--- src/rtl/operand_fetch_scoreboard.sv ---
// operand_fetch_scoreboard: issues source reads, tracks outstanding destination
// writes, forwards writeback data and registers operands for execute.
//
// Ports:
//   clock, reset_n                  clock / async active-low reset
//   issue_valid/issue_ready         decode handshake
//   rs, rt, use_rs, use_rt          source registers and use flags
//   rd, rd_write                    destination register and write flag
//   rf_read1/2, rf_data1/2          register file read port
//   wb_valid, wb_reg, wb_data       writeback bus (same strobe as rf write)
//   op_valid/op_ready               operand stage handshake to execute
//   op_a, op_b, op_rd, op_rd_write  registered operand stage fields
//   stall_count                     saturating count of stalled issue cycles
module operand_fetch_scoreboard #(
   parameter int DATA_W = 32,
   parameter int CNT_W  = 16
) (
   input  logic              clock,
   input  logic              reset_n,
   input  logic              issue_valid,
   output logic              issue_ready,
   input  logic [4:0]        rs,
   input  logic [4:0]        rt,
   input  logic              use_rs,
   input  logic              use_rt,
   input  logic [4:0]        rd,
   input  logic              rd_write,
   output logic [4:0]        rf_read1,
   output logic [4:0]        rf_read2,
   input  logic [DATA_W-1:0] rf_data1,
   input  logic [DATA_W-1:0] rf_data2,
   input  logic              wb_valid,
   input  logic [4:0]        wb_reg,
   input  logic [DATA_W-1:0] wb_data,
   output logic              op_valid,
   input  logic              op_ready,
   output logic [DATA_W-1:0] op_a,
   output logic [DATA_W-1:0] op_b,
   output logic [4:0]        op_rd,
   output logic              op_rd_write,
   output logic [CNT_W-1:0]  stall_count
);

   logic [31:0]       r_pending;
   logic              r_op_valid;
   logic [DATA_W-1:0] r_op_a;
   logic [DATA_W-1:0] r_op_b;
   logic [4:0]        r_op_rd;
   logic              r_op_rd_write;
   logic [CNT_W-1:0]  r_stall;

   logic              w_fwd_rs;
   logic              w_fwd_rt;
   logic              w_fwd_rd;
   logic              w_haz_rs;
   logic              w_haz_rt;
   logic              w_waw;
   logic              w_space;
   logic              w_ready;
   logic              w_accept;
   logic              w_set;
   logic [DATA_W-1:0] w_sel_a;
   logic [DATA_W-1:0] w_sel_b;
   logic [31:0]       w_pend_nxt;

   assign rf_read1 = rs;
   assign rf_read2 = rt;

   // A writeback landing this cycle resolves the hazard it would clear.
   assign w_fwd_rs = wb_valid && (wb_reg == rs) && (rs != 5'd0);
   assign w_fwd_rt = wb_valid && (wb_reg == rt) && (rt != 5'd0);
   assign w_fwd_rd = wb_valid && (wb_reg == rd);

   assign w_haz_rs = use_rs && (rs != 5'd0) && r_pending[rs] && !w_fwd_rs;
   assign w_haz_rt = use_rt && (rt != 5'd0) && r_pending[rt] && !w_fwd_rt;
   assign w_waw    = rd_write && (rd != 5'd0) && r_pending[rd] && !w_fwd_rd;

   assign w_space  = !r_op_valid || op_ready;
   assign w_ready  = w_space && !w_haz_rs && !w_haz_rt && !w_waw;
   assign w_accept = issue_valid && w_ready;
   assign w_set    = w_accept && rd_write && (rd != 5'd0);

   assign issue_ready = w_ready;

   always_comb begin
      w_sel_a = rf_data1;
      if (rs == 5'd0) begin
         w_sel_a = '0;
      end else if (w_fwd_rs) begin
         w_sel_a = wb_data;
      end
   end

   always_comb begin
      w_sel_b = rf_data2;
      if (rt == 5'd0) begin
         w_sel_b = '0;
      end else if (w_fwd_rt) begin
         w_sel_b = wb_data;
      end
   end

   // Clear first, then set, so a same-register set wins.
   always_comb begin
      w_pend_nxt = r_pending;
      if (wb_valid) begin
         w_pend_nxt[wb_reg] = 1'b0;
      end
      if (w_set) begin
         w_pend_nxt[rd] = 1'b1;
      end
      w_pend_nxt[0] = 1'b0;
   end

   always_ff @(posedge clock or negedge reset_n) begin
      if (!reset_n) begin
         r_pending <= '0;
      end else begin
         r_pending <= w_pend_nxt;
      end
   end

   always_ff @(posedge clock or negedge reset_n) begin
      if (!reset_n) begin
         r_op_valid    <= 1'b0;
         r_op_a        <= '0;
         r_op_b        <= '0;
         r_op_rd       <= '0;
         r_op_rd_write <= 1'b0;
      end else if (w_accept) begin
         r_op_valid    <= 1'b1;
         r_op_a        <= w_sel_a;
         r_op_b        <= w_sel_b;
         r_op_rd       <= rd;
         r_op_rd_write <= rd_write;
      end else if (op_ready) begin
         r_op_valid    <= 1'b0;
      end
   end

   always_ff @(posedge clock or negedge reset_n) begin
      if (!reset_n) begin
         r_stall <= '0;
      end else if (issue_valid && !w_ready && (r_stall != {CNT_W{1'b1}})) begin
         r_stall <= r_stall + 1'b1;
      end
   end

   assign op_valid    = r_op_valid;
   assign op_a        = r_op_a;
   assign op_b        = r_op_b;
   assign op_rd       = r_op_rd;
   assign op_rd_write = r_op_rd_write;
   assign stall_count = r_stall;

endmodule
--- config.mk ---
export PLATFORM = sky130hd
export DESIGN_NAME = operand_fetch_scoreboard
export DESIGN_NICKNAME = d
export VERILOG_FILES = /design/src/rtl/operand_fetch_scoreboard.sv
export SDC_FILE = /design/constraint.sdc
export NUM_CORES = 1
export LEC_CHECK = 0
export ABC_AREA = 1
export CAP_MARGIN = 20
export CORE_MARGIN = 3
export CORE_UTILIZATION = 52
export DETAILED_ROUTE_END_ITERATION = 10
export GPL_TIMING_DRIVEN = 1
export PLACE_DENSITY = 0.92
export SYNTH_ARGS = -nofsm -noshare
export SYNTH_HDL_FRONTEND = slang
export SYNTH_SLANG_ARGS = --single-unit
--- constraint.sdc ---
create_clock -name clock -period 5.2 [get_ports clock]
set_input_delay 1.04 -clock clock [delete_from_list [all_inputs] [get_ports clock]]
set_output_delay 1.04 -clock clock [all_outputs]
set_load 0.1 [all_outputs]
---- Yosys cells after proc, flatten, opt, wreduce, memory -nomap -nowiden ----
Cells that the tools add are included.
W data, S select, Z words.
word-level totals
  input bits .............................. 124
  register bits after elaboration ......... 118
  output and inout port bits .............. 98
cells by class
  reduce and logical (&&, ||, !) cells .... 39
  add/subtract/negate cells ............... 1
  order comparisons ....................... 6
  bitwise operators ....................... 3
  multiplexer cells ....................... 18
  equal/unequal tests ..................... 4
operators with widths
  cell                     count
  $mux W32                 6
  $and A32 B32 Y32         1
  $not A32 Y32             1
  $or A32 B32 Y32          1
  $logic_and A1 B1 Y1      24
  $lt A5 B6 Y1 const B     4
  $add A16 B1 Y16 const B  1
  $ne A16 B16 Y1 const B   1
  $bmux W1 S5              3
  $eq A5 B5 Y1             3
  $reduce_bool A5 Y1       3
  $demux W1 S5             2
  $ge A5 B1 Y1 const B     2
  $logic_not A5 Y1         2
  $logic_not A1 Y1         8
  $mux W1                  7
  $reduce_bool A2 Y1       1
  $logic_or A1 B1 Y1       1

---- Depth between registers and ports, before layout ----
Gate-level depths: netlist of run 1.
  depth after elaboration ................. 13
  mapped depth ............................ 17

---- Worst setup path before layout of run 1 ----
No wires, ideal clock.
  kind .................................... input-to-output
  start point ............................. input rs[1]
  end point ............................... output issue_ready
  buffers on the path ..................... 2
  required time ........................... 4.160 ns
  setup slack ............................. 1.535 ns
  arrival ................................. 2.625 ns
  cell stages on the path ................. 12
  cell sequence ........................... buf_4 > inv_2 > buf_6 > nand2_1 > nand3_1 > nor2_4 > nand2_2 > nand2_1 > nor2_1 > nand3_2 > nand3_2 > inv_1
on the way
  word-level cells in the longest chain between the ends .. 9
  elaborated cells on any way between the ends .. 14
  classes of those cells .................. eq/ne: 1; mux: 2; reduce/logical: 11
RTL lines
  item                                                 line  source
  from (decl)                                          22    input logic [4:0] rs,
  branches (longest 4 deep; another with $bmux W1 S5)  -
  $logic_and A1 B1 Y1 *                                74    assign w_haz_rs = use_rs && (rs != 5'd0) && r_pending[rs] && !w_fwd_rs;
  $logic_not A1 Y1 *                                   79    assign w_ready = w_space && !w_haz_rs && !w_haz_rt && !w_waw;
  $logic_and A1 B1 Y1 * (3 in a row)                   79
  to (decl)                                            21    output logic issue_ready,
Every way passes the cells marked *. The select of a mux whose other input is x is not followed.

---- Worst setup path in the final report of run 1 ----
  start point ............................. input rs[0]
  end point ............................... output issue_ready
The elaborated chain is that of the path after synthesis.

==> metrics.txt, run 1 <==
worst hold slack=0.476 ns; H-tree depth=4; Final nets=1434; Ports=222; Placement Cell Area=9600 um^2; Final Slew Violations=0; crit-path max FO=20; Fill cells=1067; CP arrival=3.55 ns; Worst-Skew Late Latency=0.43 ns; CTS max path bufs=2; CTS tree=built; VDD IR max=0.000339 V; full die area=15800 um^2; Syn Area/Cell=6.64 um^2; Non-Filler Instances=1501; Cells after Synth=1123; Core Box Area=13900 um^2; commonest non-fill, non-tap cell in the layout=nand2_1; Post-DP HPWL=19400 um; Hold-fix buffers, CTS=0; Worst Hold Launch=op_a[9]; Syn-to-layout area delta=37.2%; crit share post-route=0.883; skew final=0.0147 ns; Worst Max-Slew Pin Slew=1.08 ns; DRT Wirelength=28500 um; Sum Neg Setup Slack=0 ns; CTS sink count=118; crit path launch type=primary input; Power Total=4.66 mW; Worst EP required=4.16 ns; Tot GR Track Use=0.342; # diodes=0; Power Density=455 nW/um^2; Tmin final=4.59 ns; cts bufs inserted=17; most frequent cells in the layout=nand2_1, clkdlybuf4s50_1, nand3_1, dfrtp_1, o21ai_0; Initial DRC Count=1173; row count=43; pre-CTS WS=0.790 ns; max_slew headroom=0.280; TritonRoute pass-1 iters=7; largest net degree at the start of global routing=60; syn nets=1248; total gr overflow=0; Fmax=0.218 GHz; root buf cell=clkbuf_16; HP Class=reg2reg; max cap viols=0; # Post-CTS Setup Buffers=0; type of the worst setup path=in2out; Post-route DRC=0; first-pass GRT wire length=43300 um; Initial Util=0.535; leakage=5.08 nW; PnR worst setup slack=0.610 ns; placed cell count=1468; clk slew on worst S/H paths=0.05 ns; Hold Violations, Final=0; status=finished clean; share of cells above drive strength 1=0.0500; routed vias/inst=5.81; Gates resized, CTS repair=0; final setup vio count=0; crit end category=output pin; Final Cell Area=10200 um^2; I/O Buffers=221; initial antenna violation count=0; Final Wtd Congestion=1.00; Cell Area, Synth=7460 um^2; Critical R2R Launch=r_pending[2]; Setup crit start=rs[0]; Yosys warnings=0; Die X=126 um; WL/cell=19.0 um; remaining antenna violation count=0; RSZ-0062 raised after global routing=no; DR vias=8722; Seq/Total Area, Yosys=0.396; vias in the first global route=8125; synth unique cells=31; utilization after layout=0.735; Yosys reg bits=118; Chip Height=126 um
worst max-delay path: stages:
cell and delay [ns]:
clkdlybuf4s50_1 0.91, inv_2 0.27, nand3_1 0.19, nor2_4 0.05, nor2_2 0.22, nand2_2 0.11
nand2_1 0.09, nor2_1 0.06, nand3_2 0.11, nand3_2 0.16, inv_1 0.14, buf_12 0.18
cell usage after synthesis:
| cell | count | area share |
|---|---|---|
| clkbuf_1 | 19 | 0.0096 |
| nor2_4 | 2 | 0.0030 |
| inv_1 | 105 | 0.053 |
| or3b_1 | 1 | 0.0012 |
| o21ai_0 | 110 | 0.074 |
| o22ai_1 | 1 | 0.00084 |
| a21oi_2 | 1 | 0.0012 |
| mux2_2 | 1 | 0.0015 |
| a21oi_1 | 4 | 0.0027 |
| buf_4 | 17 | 0.017 |
| o21ai_1 | 11 | 0.0074 |
| o211ai_1 | 1 | 0.0010 |
| nand4_1 | 5 | 0.0042 |
| nand2_1 | 426 | 0.21 |
| mux2_1 | 5 | 0.0075 |
| nand3_2 | 2 | 0.0027 |
| nand2_2 | 2 | 0.0017 |
| buf_6 | 6 | 0.0091 |
| nand3_1 | 161 | 0.11 |
| xor2_1 | 9 | 0.011 |
| inv_2 | 6 | 0.0030 |
| nand4_2 | 1 | 0.0017 |
| buf_1 | 1 | 0.00050 |
| nor2_1 | 57 | 0.029 |
| nor4_1 | 1 | 0.00084 |
| dfrtp_1 | 118 | 0.40 |
| ha_1 | 1 | 0.0017 |
| xnor2_1 | 9 | 0.011 |
| nor3_1 | 14 | 0.0094 |
| nor2_2 | 2 | 0.0017 |
| buf_2 | 24 | 0.016 |
final cells by class:
class | instances | area [um^2] | share of cell area
Clock buffer | 24 | 492 | 0.0480
Clock inverter | 7 | 95.1 | 0.00929
Inverter | 111 | 417 | 0.0407
Multi-Input combinational cell | 827 | 3720 | 0.363
Sequential cell | 118 | 2950 | 0.288
Tap cell | 180 | 225 | 0.0220
Timing Repair Buffer | 234 | 2340 | 0.229
kinds of logic after synthesis:
logic type / synth area share
adders and majority gates: 0.00168
buffers and inverters: 0.108
DFF: 0.396
xor gates and xnor gates: 0.0211
AOI/OAI and AO/OA: 0.0869
muxes: 0.00906
and+or+nand+nor: 0.377
per-layer routing:
layer	track usage	routed length (um)
met1	0.447	10500
met2	0.537	12900
met3	0.0793	3290
met4	0.167	1800
met5	0	0
flip-flops by register name, summed over array words and instances, names as in the netlist:
name and cells:
op_rd 5, stall_count 16, r_pending 31, op_b 32, op_rd_write 1, op_valid 1
op_a 32
power by group:
part	total, mW	internal, mW	switching, mW
Combinational	2.20	0.517	1.69
Clock	1.19	0.754	0.434
Sequential	1.27	1.11	0.161
Total	4.66	2.38	2.28
worst paths after layout:
check,endpoint,slack (ns),depth (start not counted)
worst max-delay path,issue_ready,0.61,12
worst min-delay path,op_a[9],0.48,2
worst max register to register,stall_count[1],2.37,10
worst min register to register,op_a[9],0.48,2
max in group asynchronous,op_b[3],3.64,2
min in group asynchronous,stall_count[1],0.60,1
Power figures use the tool's default switching activity.
==> inputs of run 2 (changes only) <==
Settings changed: CORE_UTILIZATION 52 to 48, PLACE_DENSITY 0.92 to 0.86, SLEW_MARGIN set to 20.
Clock period 5.2 ns to 4.3 ns, I/O delays scaled along.
==> metrics.txt, run 2 (synthesis results as in run 1) <==
routed vias/inst=5.43; full die area=17100 um^2; final setup vio count=0; total gr overflow=0; WL/cell=17.3 um; largest net degree at the start of global routing=76; Chip Height=131 um; Placement Cell Area=9680 um^2; clk slew on worst S/H paths=0.05 ns; crit share post-route=0.933; Ports=222; Hold-fix buffers, CTS=0; DR vias=8214; Setup crit start=rd[1]; Critical R2R Launch=r_pending[25]; commonest non-fill, non-tap cell in the layout=nand2_1; Worst R2R Path Depth=14; worst hold slack=0.373 ns; row count=44; # diodes=0; Power Density=541 nW/um^2; Worst EP required=3.44 ns; Tmin final=4.01 ns; most frequent cells in the layout=nand2_1, clkdlybuf4s50_1, nand3_1, dfrtp_1, o21ai_0; status=finished clean; Sum Neg Setup Slack=0 ns; CTS sink count=118; placed cell count=1480; max_slew headroom=0.283; Tot GR Track Use=0.303; HP Class=in2async; crit-path max FO=14; Fmax=0.249 GHz; TritonRoute pass-1 iters=5; Initial Util=0.502; global route hottest layer=met2; CTS tree=built; initial antenna violation count=0; H-tree depth=4; Worst Max-Slew Pin Slew=1.07 ns; internal reg-to-reg setup slack=1.86 ns; Post-DP HPWL=19000 um; DRT Wirelength=26200 um; Post-route DRC=0; CTS max path bufs=2; global routing usage on met2=0.491; worst r2r dst=op_b[5]; Die X=131 um; Final Wtd Congestion=0.959; # Post-CTS Setup Buffers=0; VDD IR max=0.000326 V; Power Total=5.58 mW; leakage=5.12 nW; Final Cell Area=10300 um^2; type of the worst setup path=in2out; CP arrival=3.15 ns; root buf cell=clkbuf_16; cts bufs inserted=17; Hold Violations, Final=0; max cap viols=0; Fill cells=1233; Initial DRC Count=823; met1 GRT Util=0.398; Final nets=1442; Gates resized, CTS repair=0; utilization after layout=0.693; PnR worst setup slack=0.289 ns; skew final=0.0114 ns; RSZ-0062 raised after global routing=no; Syn-to-layout area delta=38.1%; pre-CTS WS=0.345 ns; remaining antenna violation count=0; Final Slew Violations=0; crit path launch type=primary input; Worst-Skew Late Latency=0.43 ns; met3 Resource Use GR=0.0683; crit end category=output pin; Non-Filler Instances=1512; Core Box Area=14900 um^2; first-pass GRT wire length=40400 um; vias in the first global route=7689; share of cells above drive strength 1=0.0595; Worst Setup EP=issue_ready; I/O Buffers=221
## run 2: cell count changes in the layout (fill, tap and decap cells not counted)
cell / previous run / this run
buf_12: 2 / 4
buf_4: 16 / 28
bufinv_16: 2 / 3
clkbuf_8: 4 / 1
clkdlybuf4s50_1: 215 / 209
clkinv_2: 2 / 3
clkinv_4: 2 / 1
clkinvlp_4: 1 / 2
## run 2: worst min-delay path by stage
stage / startpoint / depth (start not counted) / to
global placement: op_a[21] / 2 / op_a[21]
floorplan: r_pending[20] / 2 / r_pending[20]
finish: reset_n / 1 / op_b[1]
CTS: op_b[27] / 2 / op_b[27]
detailed placement: op_b[27] / 2 / op_b[27]
global route: reset_n / 1 / op_b[1]
## run 2: final cells by class
cell class	instances	area, um^2	share of cell area
Timing Repair Buffer	242	2410	0.234
Inverter	111	417	0.0404
Clock buffer	21	450	0.0437
Clock inverter	9	129	0.0125
Multi-Input combinational cell	827	3720	0.361
Sequential cell	118	2950	0.287
Tap cell	184	230	0.0223
## run 2: power by group
part | internal (mW) | total [mW] | switching (mW)
sequential | 1.34 | 1.52 | 0.179
clock | 0.915 | 1.42 | 0.502
combinational | 0.634 | 2.64 | 2.01
total | 2.89 | 5.58 | 2.69
## run 2: layer usage
layer  share of wire  vias up
met4           0.036        0
met1            0.40     3758
met2            0.47      436
li1                -     3948
met5               0        -
met3           0.097       72
## run 2: critical path, stage by stage
cell and delay (ns):
clkdlybuf4s50_1 0.85, inv_2 0.23, nand2_1 0.11, nand2_1 0.05, nand2_1 0.05, nand2_1 0.06
nor2_1 0.10, nand2_1 0.08, a21oi_2 0.21, nand3_2 0.21, inv_1 0.15, buf_12 0.18
==> inputs of run 3 (changes only) <==
Clock period 4.3 ns to 4.2 ns, I/O delays scaled along.
==> metrics.txt, run 3 (synthesis results as in run 1) <==
Worst Max-Slew Pin Slew=1.06 ns; remaining antenna violation count=0; hold-critical path endpoint=op_b[3]; DR vias=8251; Critical R2R Launch=r_pending[20]; commonest non-fill, non-tap cell in the layout=nand2_1; row count=44; Ports=222; Chip Height=131 um; TritonRoute pass-1 iters=6; crit path launch type=primary input; Post-DP HPWL=19300 um; skew final=0.0104 ns; I/O Buffers=221; crit end category=output pin; most frequent cells in the layout=nand2_1, clkdlybuf4s50_1, nand3_1, dfrtp_1, o21ai_0; clk slew on worst S/H paths=0.05 ns; type of the worst setup path=in2out; CP arrival=3.04 ns; HP Class=reg2reg; Core Box Area=14900 um^2; CTS max path bufs=2; Fmax=0.257 GHz; Syn-to-layout area delta=38.5%; Worst R2R Path Depth=14; Int Power=3.00 mW; cts bufs inserted=17; Worst EP required=3.36 ns; leakage=5.14 nW; share of cells above drive strength 1=0.0631; PnR worst setup slack=0.316 ns; WL/cell=17.7 um; H-tree depth=4; Final nets=1443; Post-route DRC=0; max_slew headroom=0.290; DRT Wirelength=26800 um; worst r2r dst=r_pending[8]; CTS tree=built; Initial DRC Count=860; VDD IR max=0.000344 V; # Post-CTS Setup Buffers=0; full die area=17100 um^2; Tot GR Track Use=0.307; sw power=2.78 mW; status=finished clean; Switching Share=0.481; Worst Hold Launch=op_b[3]; worst hold slack=0.476 ns; CTS sink count=118; Initial Util=0.502; Sum Neg Setup Slack=0 ns; internal reg-to-reg setup slack=1.99 ns; Hold Path Cell Cnt=2; root buf cell=clkbuf_16; Worst-Skew Late Latency=0.42 ns; crit share post-route=0.925; Final Slew Violations=0; Combinational Power Share=0.469; Hold-fix buffers, CTS=0; crit-path max FO=8; max cap viols=0; initial antenna violation count=0; vias in the first global route=7542; total gr overflow=0; RSZ-0062 raised after global routing=no; final setup vio count=0; largest net degree at the start of global routing=79; Tmin final=3.88 ns; Power Density=560 nW/um^2; first-pass GRT wire length=40600 um; Gates resized, CTS repair=0; Hold Violations, Final=0; Die X=131 um; Final Wtd Congestion=0.990; routed vias/inst=5.44; share of power burned in registers=0.268; pre-CTS WS=0.378 ns; Clock power frac=0.263
-- run 3: how the worst max path moves through the flow --
stage	startpoint	end	slack, ns	depth (start not counted)
final	wb_reg[2]	issue_ready	0.32	12
after global routing	rd[1]	issue_ready	0.18	12
after CTS	rd[1]	issue_ready	0.36	12
after detailed placement	rd[1]	issue_ready	0.38	12
after global placement	rd[1]	issue_ready	0.40	12
after floorplan	rs[1]	issue_ready	0.93	12
-- run 3: layout make-up --
class	count	area [um^2]
fill	1263	4530
multi-input combinational	827	3720
sequential	118	2950
timing repair buffer	243	2400
clock buffer	21	470
inverter	111	417
tap	184	230
clock inverter	11	146
antenna	1	2.50
-- run 3: power groups by stage --
stage | combinational [mW] | sequential [mW] | clock [mW]
6_report | 2.71 | 1.55 | 1.52
5_1_grt | 2.83 | 1.58 | 1.59
4_1_cts | 2.71 | 1.55 | 1.53
3_5_place_dp | 2.70 | 1.57 | 0
3_3_place_gp | 2.68 | 1.55 | 0
2_1_floorplan | 0.567 | 2.92 | 0
-- run 3: through the flow --
step           power [mW]  utilization  std cells  cell area [um^2]
3_5_place_dp         4.27        0.654       1483              9710
6_report             5.79        0.695       1516             10300
3_3_place_gp         4.24        0.654       1483              9710
5_1_grt              6.00        0.695       1515             10300
4_1_cts              5.80        0.695       1515             10300
2_1_floorplan        3.49            -       1123              7460
-- run 3: critical path, stage by stage --
cell and delay (ns):
clkdlybuf4s50_1 0.71, inv_1 0.21, nand2_1 0.11, nand2_1 0.05, nor2_1 0.09, nand2_1 0.06
o21ai_0 0.15, nor2_1 0.08, nand3_1 0.20, nand3_2 0.20, inv_1 0.15, buf_12 0.18
-- run 3: metal layers --
| metal | GRT usage | vias up | part of all wire |
|---|---|---|---|
| li1 | - | 3962 | - |
| met1 | 0.404 | 3780 | 0.40 |
| met2 | 0.494 | 429 | 0.47 |
| met3 | 0.0687 | 80 | 0.093 |
| met4 | 0.125 | 0 | 0.039 |
| met5 | 0 | - | 0 |
